File: config.mk
export PLATFORM = sky130hd
export DESIGN_NAME = bf16_adder_arbiter
export DESIGN_NICKNAME = d
export VERILOG_FILES = /design/src/rtl/bf16_adder_arbiter.sv
export SDC_FILE = /design/constraint.sdc
export NUM_CORES = 1
export LEC_CHECK = 0
export CORE_MARGIN = 2
export CORE_UTILIZATION = 55
export DETAILED_ROUTE_END_ITERATION = 10
export DONT_BUFFER_PORTS = 1
export PLACE_DENSITY = 0.71
export SLEW_MARGIN = 10
export SYNTH_ARGS = -nofsm -noshare
export SYNTH_HDL_FRONTEND = slang
export SYNTH_SLANG_ARGS = --single-unit
File: constraint.sdc
create_clock -name clock -period 3.11 [get_ports clock]
set_input_delay 0.311 -clock clock [delete_from_list [all_inputs] [get_ports clock]]
set_output_delay 0.311 -clock clock [all_outputs]
set_load 0.03 [all_outputs]
File: src/rtl/bf16_adder_arbiter.sv
// Round-robin arbiter sharing one free-running bfloat16 adder between N_REQ requesters.
// Grants land on adder ready pulses; results are returned tagged with the owner ID, with a watchdog abort.
module bf16_adder_arbiter #(
    parameter int N_REQ   = 4,
    parameter int ID_W    = 2,
    parameter int TIMEOUT = 16
) (
    input  logic                  clock,
    input  logic                  nreset,
    input  logic [N_REQ-1:0]      i_req_valid,
    input  logic [16*N_REQ-1:0]   i_req_a,
    input  logic [16*N_REQ-1:0]   i_req_b,
    output logic [N_REQ-1:0]      o_req_ready,
    output logic [15:0]           o_add_a,
    output logic [15:0]           o_add_b,
    input  logic                  i_add_ready,
    input  logic [15:0]           i_add_sum,
    output logic                  o_resp_valid,
    output logic [ID_W-1:0]       o_resp_id,
    output logic [15:0]           o_resp_sum,
    output logic                  o_resp_err,
    output logic                  o_busy
);
    typedef enum logic {S_IDLE, S_BUSY} state_t;

    localparam logic [15:0] NAN_ABORT = 16'h7FC1;
    localparam logic [7:0]  WD_LAST   = 8'(TIMEOUT - 2);

    state_t            r_state, w_state_nxt;
    logic [ID_W-1:0]   r_rr, r_cur_id, w_win;
    logic [7:0]        r_wd;
    logic [N_REQ-1:0]  w_above, w_masked;
    logic              w_launch, w_result, w_timeout;
    logic [15:0]       w_a, w_b;
    logic [15:0]       r_add_a, r_add_b, r_resp_sum;
    logic [ID_W-1:0]   r_resp_id;
    logic              r_resp_valid, r_resp_err;

    assign w_launch  = i_add_ready && (|i_req_valid);
    assign w_result  = (r_state == S_BUSY) && i_add_ready;
    assign w_timeout = (r_state == S_BUSY) && !i_add_ready && (r_wd == WD_LAST);

    // Prefer the lowest requester above the last winner; otherwise wrap to the lowest set bit.
    always_comb begin
        w_win = '0;
        for (int i = 0; i < N_REQ; i++) w_above[i] = ID_W'(i) > r_rr;
        w_masked = i_req_valid & w_above;
        for (int i = N_REQ-1; i >= 0; i--) if (i_req_valid[i]) w_win = ID_W'(i);
        for (int i = N_REQ-1; i >= 0; i--) if (w_masked[i]) w_win = ID_W'(i);
    end

    always_comb begin
        o_req_ready = '0;
        w_a = '0;
        w_b = '0;
        for (int i = 0; i < N_REQ; i++) begin
            if (w_win == ID_W'(i)) begin
                o_req_ready[i] = w_launch;
                w_a = i_req_a[16*i +: 16];
                w_b = i_req_b[16*i +: 16];
            end
        end
    end

    always_ff @(posedge clock or negedge nreset) begin
        if (!nreset) r_state <= S_IDLE;
        else         r_state <= w_state_nxt;
    end

    always_comb begin
        w_state_nxt = r_state;
        case (r_state)
            S_IDLE: if (w_launch) w_state_nxt = S_BUSY;
            S_BUSY: begin
                if (i_add_ready)    w_state_nxt = w_launch ? S_BUSY : S_IDLE;
                else if (w_timeout) w_state_nxt = S_IDLE;
            end
            default: w_state_nxt = S_IDLE;
        endcase
    end

    always_ff @(posedge clock or negedge nreset) begin
        if (!nreset) begin
            r_add_a      <= '0;
            r_add_b      <= '0;
            r_rr         <= ID_W'(N_REQ - 1);
            r_cur_id     <= '0;
            r_wd         <= '0;
            r_resp_valid <= 1'b0;
            r_resp_err   <= 1'b0;
            r_resp_id    <= '0;
            r_resp_sum   <= '0;
        end else begin
            r_resp_valid <= 1'b0;
            r_resp_err   <= 1'b0;
            if (w_launch) begin
                r_add_a  <= w_a;
                r_add_b  <= w_b;
                r_rr     <= w_win;
                r_cur_id <= w_win;
                r_wd     <= '0;
            end else if (r_state == S_BUSY && !i_add_ready) begin
                r_wd <= r_wd + 8'd1;
            end
            // A result and a back-to-back launch can share a cycle; the reply still carries the old owner.
            if (w_result) begin
                r_resp_valid <= 1'b1;
                r_resp_sum   <= i_add_sum;
                r_resp_id    <= r_cur_id;
            end else if (w_timeout) begin
                r_resp_valid <= 1'b1;
                r_resp_err   <= 1'b1;
                r_resp_sum   <= NAN_ABORT;
                r_resp_id    <= r_cur_id;
            end
        end
    end

    assign o_add_a      = r_add_a;
    assign o_add_b      = r_add_b;
    assign o_resp_valid = r_resp_valid;
    assign o_resp_err   = r_resp_err;
    assign o_resp_id    = r_resp_id;
    assign o_resp_sum   = r_resp_sum;
    assign o_busy       = (r_state == S_BUSY);
endmodule

## After elaboration in Yosys (flattened, before gate mapping)

Cells that the tools add are included.

- Muxes and demuxes: 33
- $lt $le $gt $ge: 4
- Reduce and logical (&&, ||, !) cells: 9
- Bitwise gates (word level): 2
- Equality and inequality tests: 4
- Add/sub/neg operators: 1

Operators by type and width:

| kind | number |
|---|---|
| $mux 16 | 10 |
| $mux 2 | 10 |
| $mux 8 | 2 |
| $mux 1 | 10 |
| $add 8x1->8 const B | 1 |
| $eq 8x4->1 const B | 1 |
| $and 4x4->4 | 1 |
| $eq 2x2->1 const B | 2 |
| $gt 1x2->1 const A | 2 |
| $gt 2x2->1 const A | 2 |
| $logic_and 1x1->1 | 4 |
| $reduce_bool 2->1 | 2 |
| $reduce_or 4->1 | 1 |
| $eq 2x1->1 const B | 1 |
| $logic_not 2->1 | 1 |
| $pmux 1 s2 | 1 |
| $logic_not 1->1 | 1 |
| $not 1->1 | 1 |

- Flip-flop bits (word level): 65
- Output and inout bits: 57
- Input bits: 151
- Logic and storage cells: 63

## Longest topological paths before layout

Gate-level depths: netlist of run 1.

- Word-level depth: 13
- Depth in mapped cells: 8
- Depth with buffers taken out: 7

## Worst setup path before layout of run 1

No wires, ideal clock.

- Kind: register to output
- Start: register r_rr[1]
- End: output o_req_ready[0]
- Data arrival time: 2102 ps
- Required time: 2799 ps
- Path buffers: 3
- Path slack: 697 ps
- Stages on the path, launching flop included: 8
- Cells stage by stage: dfstp_2 > buf_2 > o22ai_1 > a32oi_1 > nand2_1 > buf_4 > buf_2 > nor3_1

- Word-level cells in the longest chain between the ends: 8
- Elaborated cells between the ends (all ways): 11
- Classes of those cells: 4 x order compare; 5 x mux; 1 x bitwise; 1 x reduce/logical

RTL lines:

| element | RTL line | text |
|---|---|---|
| start, declared | 30 | `logic [ID_W-1:0] r_rr, r_cur_id, w_win;` |
| start signal, assigned | 86 | `r_rr <= ID_W'(N_REQ - 1);` |
| start signal, assigned | 99 | `r_rr <= w_win;` |
| $gt 2x2->1 | 46 | `for (int i = 0; i < N_REQ; i++) w_above[i] = ID_W'(i) > r_rr;` |
| $and 4x4->4 * | 47 | `w_masked = i_req_valid & w_above;` |
| $mux 2 (3 in series) | 49 | `for (int i = N_REQ-1; i >= 0; i--) if (w_masked[i]) w_win = ID_W'(i);` |
| $mux 2 * | 49 |  |
| $logic_not 2->1 * | 57 | `if (w_win == ID_W'(i)) begin` |
| $mux 1 * | 57 |  |
| end, declared | 13 | `output logic [N_REQ-1:0] o_req_ready,` |

Mark *: on every way between the ends. The rest lies on a longest branch, timed or not.

## Worst setup path in the final report of run 1

- Start: register r_rr[0]
- End: output o_req_ready[1]

- Word-level cells in the longest chain between the ends: 8
- Elaborated cells between the ends (all ways): 11
- Classes of those cells: 4 x order compare; 1 x eq/ne; 5 x mux; 1 x bitwise

RTL lines:

| element | RTL line |
|---|---|
| $gt 2x2->1 | 46 |
| $and 4x4->4 * | 47 |
| $mux 2 (3 in series) | 49 |
| $mux 2 * | 49 |
| $eq 2x1->1 * | 57 |
| $mux 1 * | 57 |

Marked as above.

==> qor.csv, run 1 <==
stage,metric,value,unit
outcome,status,"complete, no violations",
sta,post-route-period-util,78.6,%
clocking,cts_max_path_buffers,2,
yosys,synthFlopType,dfrtp_1,
yosys,yosys-top-cells-area,"dfrtp_1 (41%), a211oi_2 (15%), mux2i_1 (7.2%)",
sta,timing.slew.headroom,45.6,%
drt,drtIter0Drc,110,
power,leakagePower,0.00177,µW
drt,vias_per_cell,6.08,
setup_path,critical_path_class,flop to output port,
clocking,htreeDepth,3,
placed_design,dp_hpwl,6970,µm
power,peakVddDrop,0.000350,V
yosys,synth.net_count,539,
global_route,antenna_found_initial,0,
yosys,syn_avg_cell_area,10.0,µm²
cells_and_area,layout.nets,534,
global_route,grt_start_max_net_pins,66,
clocking,cts_resized,0,
job,drv_cap,0,
drt,ant_nets,0,
yosys,synth_seq_cells,65,
yosys,yosys.area.top_type,dfrtp_1,
drt,vias,2932,
placed_design,gp_congestion,0.828,
yosys,synth_edf_count,0,
global_route,grt_pass1_vias,2929,
placed_design,place_area,3920,µm²
yosys,yosys_warnings,0,
global_route,grt-ovfl-total,0,
setup_path,crit_arrival,2.13,ns
cells_and_area,fin_area,4150,µm²
yosys,synth_top_area_share,40.7,%
global_route,track_usage,24.2,%
sta,rsz0062_at_grt,no,
die,start_util,57.0,%
hold_path,hp-class,input port to flop,
setup_path,crit_fanout,29,
placed_design,dp_slack,0.831,ns
sta,timing.final.ws_setup,0.665,ns
die,core,6790,µm²
setup_path,worstPathRequired,2.80,ns
clocking,clock-root-buffer,clkbuf_8,
sta,fmax,409,MHz
cells_and_area,drive_gt1_share,23.1,%
sta,hold_viol_final,0,
die,floorplan.die_area,7730,µm²
clocking,cts_buffers,9,
die,dieWidth,87.9,µm
yosys,yosysSeqAreaShare,42.0,%
die,fp.dieH,87.9,µm
clocking,clk-insertion-delay-late,0.34,ns
die,rows,30,
drt,first_pass_iters,4,
setup_path,worst_setup_path_start_kind,flop,
placed_design,port_buffers,0,
drt,drt-total-wl,9610,µm
sta,worst_pin_slew,0.815,ns
setup_path,endpoint_kind,output port,
power,power_density,682,nW/µm²
yosys,ys_types,45,
global_route,grt_pass1_wl,14400,µm
drt,wl_per_cell,19.9,µm
clocking,path_clk_slew,0.08,ns
yosys,synth_cells,386,
cells_and_area,diodes,0,
yosys,async_reset_ff_share,100,%
cells_and_area,syn_to_final_growth,6.97,%
hold_path,hold_path_depth,2,
sta,finalSetupViolCount,0,
sta,finalCriticalPeriod,2.45,ns
sta,slew_viol_final,0,
yosys,synth_area,3870,µm²
drt,drc,0,
sta,fin_worst_skew,0.0136,ns
sta,setup_tns,0,ns
setup_path,reg2reg_depth,6,
die,ios,208,
clocking,cts.sinks,65,
clocking,cts_tree,built,
[final cells by class]
| cell class | count | area [µm²] |
|---|---|---|
| clock buffer | 9 | 124 |
| clock inverter | 7 | 61.3 |
| inverter | 5 | 18.8 |
| fill | 595 | 2650 |
| sequential | 65 | 1630 |
| timing repair buffer | 15 | 135 |
| tap | 96 | 120 |
| multi-input combinational | 285 | 2060 |
[cell families after synthesis]
kind of cell	synth area share, %
AOI/OAI and AO/OA	24.1
xor gates and xnor gates	1.58
adders and majority gates	0.646
muxes	7.81
DFF	42.0
buffers and inverters	5.39
and+or+nand+nor	18.4
[cell usage after synthesis, types with 2 or more instances]
cell and n:
dfrtp_1 63, nor2_1 57, a211oi_2 46, nand2_1 41
and3_1 34, mux2i_1 28, clkbuf_1 13, a211oi_1 11
a21oi_1 10, o21ai_0 9, buf_6 7, buf_2 5
inv_1 5, xor2_1 5, a221oi_1 4, nand3_1 4
o31ai_1 4, clkbuf_2 3, nor2b_1 3, and2_1 2
buf_4 2, dfstp_2 2, ha_1 2, mux2_2 2
nand4_1 2, nor3_1 2, xnor2_1 2
[through the flow]
step           util (%)  power, µW  instances  hold WS [ns]
3_5_place_dp       57.7       2170        464        0.0167
5_1_grt            61.0       2990        482        0.0800
3_3_place_gp       57.7       2150        464        0.0166
6_report           61.0       2830        482        0.0884
4_1_cts            61.0       2870        482        0.0701
2_1_floorplan         -       2030        386        0.0154
[repair_timing]
item,CTS,global route
hold endpoints to repair,65,0
buffers inserted,0,0
hold buffers,2,0
[worst max-delay path: stages, from the launching register on]
cell and delay, ns:
dfstp_2 0.60, and2b_1 0.23, o21ai_2 0.20, buf_4 0.33
and2_1 0.22, nor3_1 0.06, buf_4 0.17
[state kept, by name, indices dropped and copies added (netlist names)]
name	cells
r_rr	2
o_add_a	16
o_resp_valid	1
o_resp_err	1
r_wd	8
o_busy	1
o_resp_id	2
o_add_b	16
o_resp_sum	16
r_cur_id	2
[power breakdown]
group,switching (µW),total (µW),internal [µW]
sequential,462,1480,1010
clock,358,662,304
combinational,399,690,292
total,1220,2830,1610
[worst paths after layout]
| path | to | startpoint | slack [ns] |
|---|---|---|---|
| worst max-delay path | o_req_ready[1] | r_rr[0] | 0.66 |
| worst min-delay path | o_resp_sum[15] | i_add_sum[15] | 0.09 |
| worst max register to register | o_add_a[13] | r_rr[1] | 0.91 |
| worst min register to register | r_cur_id[1] | r_cur_id[1] | 0.48 |
| max in group asynchronous | r_rr[0] | nreset | 2.28 |
| min in group asynchronous | o_resp_sum[2] | nreset | 0.53 |
[layout by cell type (no fill, tap or decap), types with 3 or more instances in the layout]
cell type | netlist | routed
a211oi_2 | 46 | 46
nand3_1 | 4 | 4
inv_1 | 5 | 5
dfrtp_1 | 63 | 63
nor2b_1 | 3 | 3
xor2_1 | 5 | 5
a211oi_1 | 11 | 11
a21oi_1 | 10 | 10
mux2i_1 | 28 | 28
o31ai_1 | 4 | 4
and3_1 | 34 | 34
buf_4 | 2 | 13
nor2_1 | 57 | 57
clkbuf_8 | 0 | 9
a221oi_1 | 4 | 4
o21ai_0 | 9 | 9
inv_6 | 0 | 3
nand2_1 | 41 | 40
[routing by layer]
layer	GRT usage [%]	share of wire [%]	wire [µm]
met4	8.81	1.1	101
met2	39.0	50	4780
met1	31.3	41	3940
met3	6.79	8.2	790
met5	0	0	0
Power figures use the tool's default switching activity.
==> inputs of run 2 (changes only) <==
--- a/config.mk
+++ b/config.mk
@@ -9,7 +9,7 @@
 export CORE_UTILIZATION = 55
 export DETAILED_ROUTE_END_ITERATION = 10
 export DONT_BUFFER_PORTS = 1
-export PLACE_DENSITY = 0.71
+export PLACE_DENSITY = 0.74
 export SLEW_MARGIN = 10
 export SYNTH_ARGS = -nofsm -noshare
 export SYNTH_HDL_FRONTEND = slang
==> constraint.sdc (replaced) <==
create_clock -name clock -period 2.2 [get_ports clock]
set_input_delay 0.22 -clock clock [delete_from_list [all_inputs] [get_ports clock]]
set_output_delay 0.22 -clock clock [all_outputs]
set_load 0.03 [all_outputs]
==> qor.csv, run 2 (same netlist as run 1, synthesis figures left out) <==
stage,metric,value,unit,change
power,power_density,945,nW/µm²,was 682 nW/µm²
cells_and_area,multi_input_area,2100,µm²,was 2060 µm²
setup_path,reg2reg_depth,6,,unchanged
sta,slew_viol_final,0,,unchanged
sta,rsz0062_at_grt,yes,,was no
sta,finalCriticalPeriod,2.16,ns,
clocking,clk-insertion-delay-late,0.34,ns,about the same
setup_path,cp_slowest_stage_delay,0.59,ns,was 0.60 ns
outcome,status,"complete, no violations",,unchanged
cells_and_area,fillCellCount,556,,was 595
drt,wl_per_cell,20.2,µm,was 19.9 µm
global_route,grt_start_max_net_pins,66,,unchanged
placed_design,dp_hpwl,6940,µm,was 6970 µm
sta,fin_worst_skew,0.0112,ns,was 0.0136 ns
sta,timing.final.ws_setup,0.0411,ns,was 0.665 ns
placed_design,dp_slack,0.0931,ns,was 0.831 ns
die,fp.dieH,87.9,µm,unchanged
setup_path,crit_fanout,29,,unchanged
drt,vias,3084,,"was 2,932"
placed_design,gp_congestion,0.748,,was 0.828
clocking,cts.sinks,65,,unchanged
hold_path,hp-class,input port to flop,,unchanged
cells_and_area,layout_commonest_cell,dfrtp_1,,unchanged
sta,hold_viol_final,0,,unchanged
clocking,cts_max_path_buffers,2,,unchanged
global_route,grt-ovfl-total,0,,unchanged
sta,worst_pin_slew,0.946,ns,was 0.815 ns
setup_path,worstPathBufferInverterCount,2,,unchanged
sta,timing.slew.headroom,36.9,%,was 45.6%
setup_path,rrSetupSlack,0.04,ns,was 0.91 ns
drt,drc,0,,unchanged
drt,first_pass_iters,5,,was 4
sta,finalSetupViolCount,0,,unchanged
drt,drtIter0Drc,142,,was 110
die,dieWidth,87.9,µm,unchanged
job,drv_cap,0,,unchanged
drt,drt-total-wl,10100,µm,was 9610 µm
sta,post-route-period-util,98.1,%,
power,peakVddDrop,0.000430,V,was 0.000350 V
clocking,path_clk_slew,0.08,ns,about the same
cells_and_area,layout.nets,553,,was 534
setup_path,worstPathRequired,1.98,ns,was 2.80 ns
die,start_util,57.0,%,unchanged
die,core,6790,µm²,unchanged
hold_path,hold_end,o_resp_sum[8],,was o_resp_sum[15]
cells_and_area,diodes,0,,unchanged
die,floorplan.die_area,7730,µm²,unchanged
setup_path,cp_top_family,flip-flops,,unchanged
hold_path,holdCritStartpoint,i_add_sum[8],,was i_add_sum[15]
clocking,cts_tree,built,,unchanged
global_route,antenna_found_initial,0,,unchanged
drt,ant_nets,0,,unchanged
clocking,htreeDepth,3,,unchanged
cells_and_area,drive_gt1_share,25.7,%,was 23.1%
drt,vias_per_cell,6.16,,was 6.08
die,ios,208,,unchanged
setup_path,endpoint_kind,output port,,unchanged
placed_design,port_buffers,0,,unchanged
cells_and_area,mostFrequentLayoutCells,"dfrtp_1 (63), nor2_1 (57), a211oi_2 (46)",,unchanged
setup_path,worst_setup_path_start_kind,flop,,unchanged
sta,setup_tns,0,ns,unchanged
global_route,grt_pass1_wl,15100,µm,"was 14,400 µm"
setup_path,crit_arrival,1.94,ns,was 2.13 ns
clocking,cts_buffers,9,,unchanged
global_route,track_usage,25.6,%,was 24.2%
sta,fmax,463,MHz,
global_route,grt_pass1_vias,3035,,"was 2,929"
setup_path,critical_path_class,flop to output port,,unchanged
die,rows,30,,unchanged
cells_and_area,seq_area,1630,µm²,unchanged
hold_path,hold_path_depth,2,,unchanged
setup_path,crit-reg2reg-launch,r_rr[1],,unchanged
power,leakagePower,0.00189,µW,was 0.00177 µW
cells_and_area,syn_to_final_growth,13.3,%,was 6.97%
power,p_total,4150,µW,was 2830 µW
clocking,clock-root-buffer,clkbuf_8,,unchanged
setup_path,worst_path_max_delay_cell,dfstp_2,,unchanged
setup_path,path_cells,and2b_1 -> o21ai_4 -> buf_12 -> and2_4 -> nor3_1 -> buf_4,,was and2b_1 -> o21ai_2 -> buf_4 -> and2_1 -> nor3_1 -> buf_4
setup_path,r2r_end,o_add_a[14],,was o_add_a[13]
==> run 2: through the flow <==
step	cells	hold WS (ns)	utilization [%]	instance area, µm²
floorplan	386	-0.0756	-	3880
global placement	469	-0.0744	58.7	3990
detailed placement	469	-0.0742	58.7	3990
CTS	497	0.00268	64.2	4360
global route	501	0.0120	64.6	4390
finish	501	0.00855	64.6	4390
==> run 2: final cells by class <==
class / instances / area share, %
Clock buffer: 10 / 3.14
Multi-Input combinational cell: 286 / 47.8
Inverter: 5 / 0.428
Sequential cell: 65 / 37.1
Clock inverter: 6 / 1.11
Timing Repair Buffer: 33 / 7.67
Tap cell: 96 / 2.74
==> run 2: where the power goes <==
| group | switching, µW | internal [µW] | leakage [µW] |
|---|---|---|---|
| logic | 620 | 498 | 0.00103 |
| clock network | 502 | 454 | 0.0000976 |
| registers | 641 | 1430 | 0.000761 |
==> run 2: worst max-delay path by stage <==
stage / from / endpoint / slack (ns) / depth (start not counted)
after floorplan: r_rr[1] / o_req_ready[2] / 0.06 / 6
after global placement: r_rr[1] / o_add_a[6] / 0.17 / 5
after detailed placement: r_rr[0] / o_add_a[6] / 0.09 / 5
after CTS: r_rr[1] / o_req_ready[2] / 0.01 / 6
after global routing: r_rr[0] / o_req_ready[1] / -0.07 / 6
final: r_rr[0] / o_req_ready[1] / 0.04 / 6
==> run 2: repair_timing <==
item,4_1_cts,5_1_grt
gates resized for setup,11,0
gates cloned,1,1
hold buffers,8,0
setup buffers,3,3
hold endpoints to repair,71,0
endpoints found under the setup margin,4,31
pin swaps,2,3
==> run 2: per-layer routing <==
layer  share of wire [%]  wire length (µm)  GRT usage [%]
met1                  42              4230           33.7
met4                 1.5               156           8.25
met2                  48              4880           41.1
met3                 8.3               838           6.88
met5                   0                 0              0
==> inputs of run 3 (changes only) <==
--- a/config.mk
+++ b/config.mk
@@ -9,7 +9,7 @@
 export CORE_UTILIZATION = 55
 export DETAILED_ROUTE_END_ITERATION = 10
 export DONT_BUFFER_PORTS = 1
-export PLACE_DENSITY = 0.74
+export PLACE_DENSITY = 0.7
 export SLEW_MARGIN = 10
 export SYNTH_ARGS = -nofsm -noshare
 export SYNTH_HDL_FRONTEND = slang
==> qor.csv, run 3 (same netlist as run 1, synthesis figures left out) <==
stage,metric,value,unit,change
outcome,status,"complete, no violations",,unchanged
hold_path,hp-class,input port to flop,,unchanged
sta,post-route-period-util,97.2,%,was 98.1%
setup_path,crit-reg2reg-launch,r_rr[0],,was r_rr[1]
die,fp.dieH,87.9,µm,unchanged
global_route,grt_pass1_vias,2983,,"was 3,035"
cells_and_area,fin_area,4530,µm²,was 4390 µm²
drt,vias_per_cell,6.15,,was 6.16
drt,ant_nets,0,,unchanged
die,floorplan.die_area,7730,µm²,unchanged
placed_design,dp_hpwl,6800,µm,was 6940 µm
global_route,antenna_found_initial,0,,unchanged
clocking,cts_max_path_buffers,2,,unchanged
global_route,grt-ovfl-total,0,,unchanged
drt,vias,3124,,"was 3,084"
sta,fin_worst_skew,0.0101,ns,was 0.0112 ns
job,drv_cap,0,,unchanged
sta,finalSetupViolCount,0,,unchanged
hold_path,hold_end,o_resp_sum[1],,was o_resp_sum[8]
placed_design,gp_congestion,0.825,,was 0.748
setup_path,endpoint_kind,flop,,was output port
power,leakagePower,0.00196,µW,was 0.00189 µW
global_route,grt_start_max_net_pins,66,,unchanged
power,power_density,966,nW/µm²,was 945 nW/µm²
placed_design,place_area,3990,µm²,unchanged
sta,setup_tns,0,ns,unchanged
drt,wl_per_cell,20.1,µm,was 20.2 µm
die,rows,30,,unchanged
sta,timing.slew.headroom,36.9,%,about the same
placed_design,port_buffers,0,,unchanged
clocking,cts.sinks,65,,unchanged
setup_path,crit_fanout,32,,was 29
sta,slew_viol_final,0,,unchanged
global_route,grt_pass1_wl,15100,µm,about the same
drt,first_pass_iters,4,,was 5
die,core,6790,µm²,unchanged
sta,finalCriticalPeriod,2.14,ns,was 2.16 ns
die,dieWidth,87.9,µm,unchanged
setup_path,critical_path_class,flop to flop,,was flop to output port
cells_and_area,layout.nets,560,,was 553
sta,worst_pin_slew,0.944,ns,was 0.946 ns
die,ios,208,,unchanged
cells_and_area,layout_commonest_cell,dfrtp_1,,unchanged
clocking,cts_tree,built,,unchanged
clocking,clk-insertion-delay-late,0.34,ns,about the same
cells_and_area,fillCellCount,526,,was 556
cells_and_area,finalNonFillerCells,508,,was 501
setup_path,crit_arrival,2.32,ns,was 1.94 ns
sta,fmax,468,MHz,was 463 MHz
setup_path,worstPathRequired,2.39,ns,was 1.98 ns
sta,rsz0062_at_grt,yes,,unchanged
clocking,path_clk_slew,0.08,ns,about the same
power,peakVddDrop,0.000473,V,was 0.000430 V
setup_path,worst_setup_path_start_kind,flop,,unchanged
global_route,track_usage,25.5,%,was 25.6%
setup_path,reg2reg_depth,7,,was 6
cells_and_area,diodes,0,,unchanged
die,start_util,57.0,%,unchanged
drt,drt-total-wl,10200,µm,"was 10,100 µm"
sta,hold_viol_final,0,,unchanged
clocking,htreeDepth,3,,unchanged
sta,hold_ws,0.00663,ns,was 0.00855 ns
clocking,clock-root-buffer,clkbuf_8,,unchanged
cells_and_area,drive_gt1_share,28.4,%,was 25.7%
placed_design,placedCellCount,469,,unchanged
setup_path,rrSetupSlack,0.06,ns,was 0.04 ns
hold_path,hold_path_depth,2,,unchanged
clocking,cts_buffers,9,,unchanged
cells_and_area,mostFrequentLayoutCells,"dfrtp_1 (63), nor2_1 (55), a211oi_2 (47)",,"was dfrtp_1 (63), nor2_1 (57), a211oi_2 (46)"
drt,drtIter0Drc,148,,was 142
setup_path,r2r_end,o_add_a[4],,was o_add_a[14]
cells_and_area,syn_to_final_growth,17.0,%,was 13.3%
hold_path,holdCritStartpoint,i_add_sum[1],,was i_add_sum[8]
drt,drc,0,,unchanged
## run 3: final cells by class
cell class | instances | area [µm²] | area share (%)
clock inverter | 5 | 62.6 | 1.38
inverter | 5 | 18.8 | 0.414
tap | 96 | 120 | 2.65
clock buffer | 11 | 151 | 3.34
timing repair buffer | 41 | 443 | 9.77
sequential | 65 | 1630 | 35.9
multi-input combinational | 285 | 2110 | 46.5
## run 3: what timing repair did
item                       CTS  global route
setup endpoints to repair    4             4
resized for setup            1            16
pin swaps                    3             5
gates cloned                 1             1
buffers inserted             6             7
hold buffers                 7             1
hold endpoints to repair    70             1
## run 3: where the power goes
part	switching (µW)	leakage, µW	internal (µW)
Sequential	643	0.000761	1430
Clock	496	0.000102	591
Combinational	639	0.00110	575
Total	1780	0.00196	2600
## run 3: per-layer routing
layer / routed length [µm] / share of wire (%) / GRT usage, % / vias up
li1: - / - / - / 1437
met1: 4160 / 41 / 33.4 / 1526
met2: 5160 / 51 / 41.5 / 152
met3: 795 / 7.8 / 7.26 / 9
met4: 95 / 0.93 / 6.99 / 0
met5: 0 / 0 / 0 / -
## run 3: stage by stage
step / worst slack, ns / total power (µW) / utilization, %
finish: 0.0624 / 4380 / 66.7
global route: -0.0275 / 4590 / 66.7
CTS: -0.0660 / 4290 / 64.4
detailed placement: 0.184 / 3090 / 58.7
global placement: 0.272 / 3060 / 58.7
floorplan: 0.0624 / 2880 / -
## run 3: worst max path at each step
stage,start,endpoint
6_report,r_rr[0],o_add_a[4]
5_1_grt,r_rr[0],o_add_a[4]
4_1_cts,r_rr[0],o_req_ready[0]
3_5_place_dp,r_rr[0],o_add_a[0]
3_3_place_gp,r_rr[0],o_add_a[6]
2_1_floorplan,r_rr[1],o_req_ready[2]
## run 3: worst max-delay path, stage by stage (launching register included)
cell and delay, ns:
dfstp_2 0.60, and2b_1 0.23, o21ai_4 0.21, nand2_4 0.09
buf_4 0.16, bufbuf_16 0.32, mux2i_1 0.25, a211oi_2 0.10
